**src/rtl/kb_code_ctrl.sv**
```systemverilog
`default_nettype none
// ============================================================================
// Module      : kb_code_ctrl
// Description : Sequencer between the PS/2 byte receiver and the scan-code to
//               ASCII converter. Tracks E0/F0 prefixes, suppresses typematic
//               repeats, drives key_code and buffers converted characters in
//               a small circular FIFO.
// Revision    : 1.0 - initial release
// ============================================================================
module kb_code_ctrl #(
    parameter int W             = 2,
    parameter bit EXT_PASS      = 1'b1,
    parameter bit DROP_UNMAPPED = 1'b1
) (
    input  logic       clk,
    input  logic       reset_n,
    input  logic       rx_done_tick,
    input  logic [7:0] rx_data,
    output logic [7:0] key_code,
    input  logic [7:0] ascii_code,
    input  logic       rd_en,
    output logic [7:0] ascii_out,
    output logic       empty,
    output logic       full,
    output logic       drop_tick
);

    localparam int           DEPTH      = 1 << W;
    localparam logic [W:0]   FULL_COUNT = (W+1)'(DEPTH);
    localparam logic [7:0]   BYTE_EXT   = 8'hE0;
    localparam logic [7:0]   BYTE_BRK   = 8'hF0;
    localparam logic [7:0]   UNMAPPED   = 8'h2A;

    typedef enum logic [1:0] {
        IDLE   = 2'd0,
        EXT    = 2'd1,
        BRK    = 2'd2,
        LOOKUP = 2'd3
    } state_t;

    state_t       state, state_next;
    logic         ext_flag, ext_flag_next;
    logic [8:0]   last_make, last_make_next;
    logic [7:0]   key_code_next;

    logic [7:0]   mem [DEPTH];
    logic [W-1:0] wr_ptr, rd_ptr;
    logic [W:0]   count;

    logic         make_ext;
    logic [8:0]   make_key;
    logic         make_accept;
    logic         is_unmapped;
    logic         do_wr, do_rd;

    // A make byte seen in EXT carries the extend flag; it is accepted unless it
    // repeats the last held key or is an extended key that is not passed on.
    always_comb begin
        make_ext    = (state == EXT);
        make_key    = {make_ext, rx_data};
        make_accept = (make_key != last_make) && (EXT_PASS || !make_ext);
    end

    // Prefix/break parser: next state and registered key tracking.
    always_comb begin
        state_next     = state;
        ext_flag_next  = ext_flag;
        last_make_next = last_make;
        key_code_next  = key_code;
        case (state)
            IDLE, EXT: begin
                if (rx_done_tick) begin
                    if (rx_data == BYTE_EXT) begin
                        state_next = EXT;
                    end else if (rx_data == BYTE_BRK) begin
                        state_next    = BRK;
                        ext_flag_next = make_ext;
                    end else if (make_accept) begin
                        key_code_next  = rx_data;
                        last_make_next = make_key;
                        state_next     = LOOKUP;
                    end else begin
                        state_next = IDLE;
                    end
                end
            end
            BRK: begin
                if (rx_done_tick) begin
                    // Releasing the held key re-arms it for the next press.
                    if ({ext_flag, rx_data} == last_make) begin
                        last_make_next = 9'h000;
                    end
                    state_next = IDLE;
                end
            end
            LOOKUP: begin
                state_next = IDLE;
            end
            default: begin
                state_next = IDLE;
            end
        endcase
    end

    // Parser registers.
    always_ff @(posedge clk or negedge reset_n) begin
        if (!reset_n) begin
            state     <= IDLE;
            ext_flag  <= 1'b0;
            last_make <= 9'h000;
            key_code  <= 8'h00;
        end else begin
            state     <= state_next;
            ext_flag  <= ext_flag_next;
            last_make <= last_make_next;
            key_code  <= key_code_next;
        end
    end

    // Write decision in the LOOKUP cycle; a same-cycle pop frees a full slot.
    always_comb begin
        is_unmapped = DROP_UNMAPPED && (ascii_code == UNMAPPED);
        do_rd       = rd_en && !empty;
        do_wr       = (state == LOOKUP) && !is_unmapped && (!full || rd_en);
        drop_tick   = (state == LOOKUP) && !is_unmapped && full && !rd_en;
        empty       = (count == '0);
        full        = (count == FULL_COUNT);
        ascii_out   = mem[rd_ptr];
    end

    // Character FIFO storage, pointers and occupancy.
    always_ff @(posedge clk or negedge reset_n) begin
        if (!reset_n) begin
            for (int i = 0; i < DEPTH; i++) begin
                mem[i] <= 8'h00;
            end
            wr_ptr <= '0;
            rd_ptr <= '0;
            count  <= '0;
        end else begin
            if (do_wr) begin
                mem[wr_ptr] <= ascii_code;
                wr_ptr      <= wr_ptr + W'(1);
            end
            if (do_rd) begin
                rd_ptr <= rd_ptr + W'(1);
            end
            case ({do_wr, do_rd})
                2'b10:   count <= count + (W+1)'(1);
                2'b01:   count <= count - (W+1)'(1);
                default: count <= count;
            endcase
        end
    end

endmodule
`default_nettype wire

```
**config.mk**
```make
export PLATFORM = sky130hd
export DESIGN_NAME = kb_code_ctrl
export DESIGN_NICKNAME = d
export VERILOG_FILES = /design/src/rtl/kb_code_ctrl.sv
export SDC_FILE = /design/constraint.sdc
export NUM_CORES = 1
export LEC_CHECK = 0
export BUFFER_PORTS_ARGS = -buffer_cell sky130_fd_sc_hd__buf_2
export CAP_MARGIN = 20
export CELL_PAD_IN_SITES_DETAIL_PLACEMENT = 0
export CELL_PAD_IN_SITES_GLOBAL_PLACEMENT = 2
export CORE_MARGIN = 4
export CORE_UTILIZATION = 37
export CTS_CLUSTER_SIZE = 16
export DETAILED_ROUTE_END_ITERATION = 10
export PLACE_DENSITY = 0.8
export SETUP_SLACK_MARGIN = 0.15
export SLEW_MARGIN = 40
export SYNTH_ARGS = -nofsm -noshare
export SYNTH_HDL_FRONTEND = slang
export SYNTH_SLANG_ARGS = --single-unit
export TNS_END_PERCENT = 100
```
**constraint.sdc**
```tcl
create_clock -name clk -period 1.85 [get_ports clk]
set_input_delay 0.2775 -clock clk [delete_from_list [all_inputs] [get_ports clk]]
set_output_delay 0.2775 -clock clk [all_outputs]
set_load 0.01 [all_outputs]
```
==> results.sh <==
export IMPL_status="finished with violations"
export IMPL_violations="setup timing"
export IMPL_grt_start_max_net_pins=60
export IMPL_p_leak_nw=1.741
export IMPL_drtPass1Iterations=4
export IMPL_grt_pass1_vias=2026
export IMPL_finalSetupViolCount=13
export IMPL_ys_top_cells_by_count="dfrtp_1 (59), mux2_4 (32), xnor2_1 (13)"
export IMPL_area_growth_pct=28.74
export IMPL_synth_edff_count=0
export IMPL_yosysUniqueCellTypes=41
export IMPL_netlist_area_leader_share=0.4958
export IMPL_dpl_cell_area_sq_um=3457
export IMPL_drtIter0Drc=53
export IMPL_syn_num_nets=225
export IMPL_hpwlAfterDp_mm=4.151
export IMPL_dieArea_sq_um=9547
export IMPL_p_per_area_nw_per_um2=1525
export IMPL_cts_tree="yes"
export IMPL_relSlewSlack=0.7009
export IMPL_rsz0062_at_grt="true"
export IMPL_maxSlewViolCount=0
export IMPL_tightest_slew_ns=0.4486
export IMPL_wl_met3_um=209
export IMPL_wl_met1_mm=2.610
export IMPL_hold_viol=0
export IMPL_route_vias_total=1851
export IMPL_top_layer="met4"
export IMPL_io_buffers=38
export IMPL_grt_pass1_wl_mm=10.23
export IMPL_postLayoutSetupSlackWorst_ns=-0.01496
export IMPL_fin_nets=298
export IMPL_hold_path_class="in2reg"
export IMPL_grtUsageTotal=0.1364
export IMPL_antenna_found_initial=0
export IMPL_via_per_inst=4.884
export IMPL_htree_num_levels=3
export IMPL_cp_start_kind="flop"
export IMPL_wl_per_cell_um=15.79
export IMPL_drive_gt1_frac=0.5596
export IMPL_dieWidth_um=97.71
export IMPL_netlist_area_sq_um=2978
export IMPL_worstSkewPairLatency_ns=0.34
export IMPL_io_pins=39
export IMPL_path_max_fanout=2
export IMPL_clk_pin_slew_ns=0.07
export IMPL_seq_area_frac_synth=0.4958
export IMPL_worst_setup_path_end_kind="flop"
export IMPL_coreArea_sq_um=7767
export IMPL_ys_seq_elements=59
export IMPL_min_period_ns=1.865
export IMPL_cts_sinks=59
export IMPL_ys_flop_type="dfrtp_1"
export IMPL_max_freq_mhz=536.2
export IMPL_cts_buffers_inserted=9
export IMPL_synth_area_leaders="dfrtp_1 (50%), mux2_4 (16%), mux4_2 (6.1%)"
export IMPL_ir_worst_vdd_mv=0.4760
export IMPL_arrival_ns=2.13
export IMPL_design_area_sq_um=3834
export IMPL_syn_area_per_cell_sq_um=14.96
export IMPL_dieHeight_um=97.71
export IMPL_yosysMostFrequentCell="dfrtp_1"
export IMPL_synth_cells=199
export IMPL_drcViolationCount=0
export IMPL_finalPower_mw=5.848
export IMPL_period_share=1.008
export IMPL_clk_path_buf_depth=2
export IMPL_fin_worst_skew_ns=0.008199
export IMPL_reg2reg_depth=10
export IMPL_n_antenna_cell=0
export IMPL_maxCapViolCount=0
export IMPL_yosysTopAreaCell="dfrtp_1"
export IMPL_required_ns=2.11
export IMPL_ant_nets=0
export IMPL_hold_path_depth=2
export IMPL_yosysWarnings=0
export IMPL_met2_length_mm=3.058
export IMPL_place_gp_congestion=0.7257
export IMPL_grt_overflow_total=0
export IMPL_wirelength_mm=5.986
export IMPL_rows=32
export IMPL_start_util=0.3834
export IMPL_worstSetupPathType="reg2reg"
export IMPL_synthArstFlopShare=1.000
export IMPL_root_buffer="clkbuf_8"
-- routing by layer --
layer	GRT usage	up-vias
li1	-	877
met5	0	-
met4	0.05112	0
met3	0.03877	11
met2	0.2283	26
met1	0.1675	937
-- metrics by stage --
stage	util	setup slack, ns	hold slack [ns]	TNS (ns)	cells
after floorplan	-	-0.2110	-0.01809	-0.3018	199
after global placement	0.4451	-0.1935	0.3150	-3.273	356
after detailed placement	0.4451	-0.2752	0.3146	-4.088	356
after CTS	0.4852	-0.03990	0.1633	-0.06012	375
after global routing	0.4936	-0.1223	0.1816	-2.668	379
final	0.4936	-0.01496	0.1867	-0.05872	379
-- worst paths after layout --
path | from | to | slack, ns
worst max-delay path | count[0]$_DFFE_PN0P_ | count[2]$_DFFE_PN0P_ | -0.01
worst min register to register | key_code[3]$_DFFE_PN0P_ | key_code[3]$_DFFE_PN0P_ | 0.49
max in group asynchronous | reset_n | mem[8]$_DFFE_PN0P_ | 1.11
min in group asynchronous | reset_n | mem[22]$_DFFE_PN0P_ | 0.48
worst max register to register | count[0]$_DFFE_PN0P_ | count[2]$_DFFE_PN0P_ | -0.01
worst min-delay path | rx_done_tick | state[1]$_DFFE_PN0P_ | 0.19
-- critical path, cell delays in order (launching register included) --
cell and delay, ns:
dfrtp_1 0.39, nor3b_2 0.20, and2b_2 0.20, nor2b_4 0.05, inv_4 0.05, ha_4 0.13
inv_2 0.03, fa_2 0.32, xor2_1 0.14, nor2_1 0.12, xor2_1 0.16
-- cell usage in the layout (no fill, tap or decap), types with 2 or more instances in the layout --
cell type  Yosys  routed
a32o_1         6       6
xor2_1         4       4
mux2_2         7       6
nor2b_1        4       4
clkinv_2       0       2
buf_2          1      30
inv_1          6       4
a22o_1         5       5
nand3_4        0       2
nor4b_1        2       2
and2_4         4       4
mux4_2         8       8
nand2_1        4       4
nor2_1         5       5
mux2_4        32      33
clkbuf_8       0       9
buf_12         0       2
buf_6          5       9
xnor2_1       13      11
dfrtp_1       59      59
xnor2_2        0       2
nand4_1        3       3
buf_4          0      28
ha_1           5       4
-- area by class of cell --
type                    instances  area (sq um)
clock buffers                  10         127.6
inverters                       6         25.02
multi-input cells             126          1500
repair buffers                 70         511.7
flip-flops and latches         59          1476
fillers                       724          3934
clock inverters                 6         65.06
well taps                     102         127.6
-- logic make-up after synthesis --
logic type | Yosys count | synth area share
fa+ha+maj | 6 | 0.02773
simple gates | 38 | 0.09244
mux | 48 | 0.2517
buf+inv | 14 | 0.03067
compound gates | 17 | 0.05168
xor+xnor | 17 | 0.05000
flops | 59 | 0.4958
-- timing repair --
action                                  in CTS  in global routing
pin swaps                                    8                  7
hold buffers                                 1                  0
endpoints found under the setup margin      52                 57
buffers inserted                             2                  4
hold endpoints to repair                    59                  0
resized for setup                           15                  8
-- registers in the layout, indices dropped and copies added, names as in the netlist --
register and count:
wr_ptr 2, count 3, ext_flag 1, rd_ptr 2
last_make 9, key_code 8, state 2, mem 32
-- power breakdown --
| part | switching [mW] | total [mW] | internal (mW) |
|---|---|---|---|
| clock network | 0.541 | 1.16 | 0.624 |
| registers | 0.346 | 2.16 | 1.81 |
| logic | 0.887 | 2.53 | 1.64 |
| total | 1.77 | 5.85 | 4.08 |
Note: power is estimated with default switching activity, not from simulation.
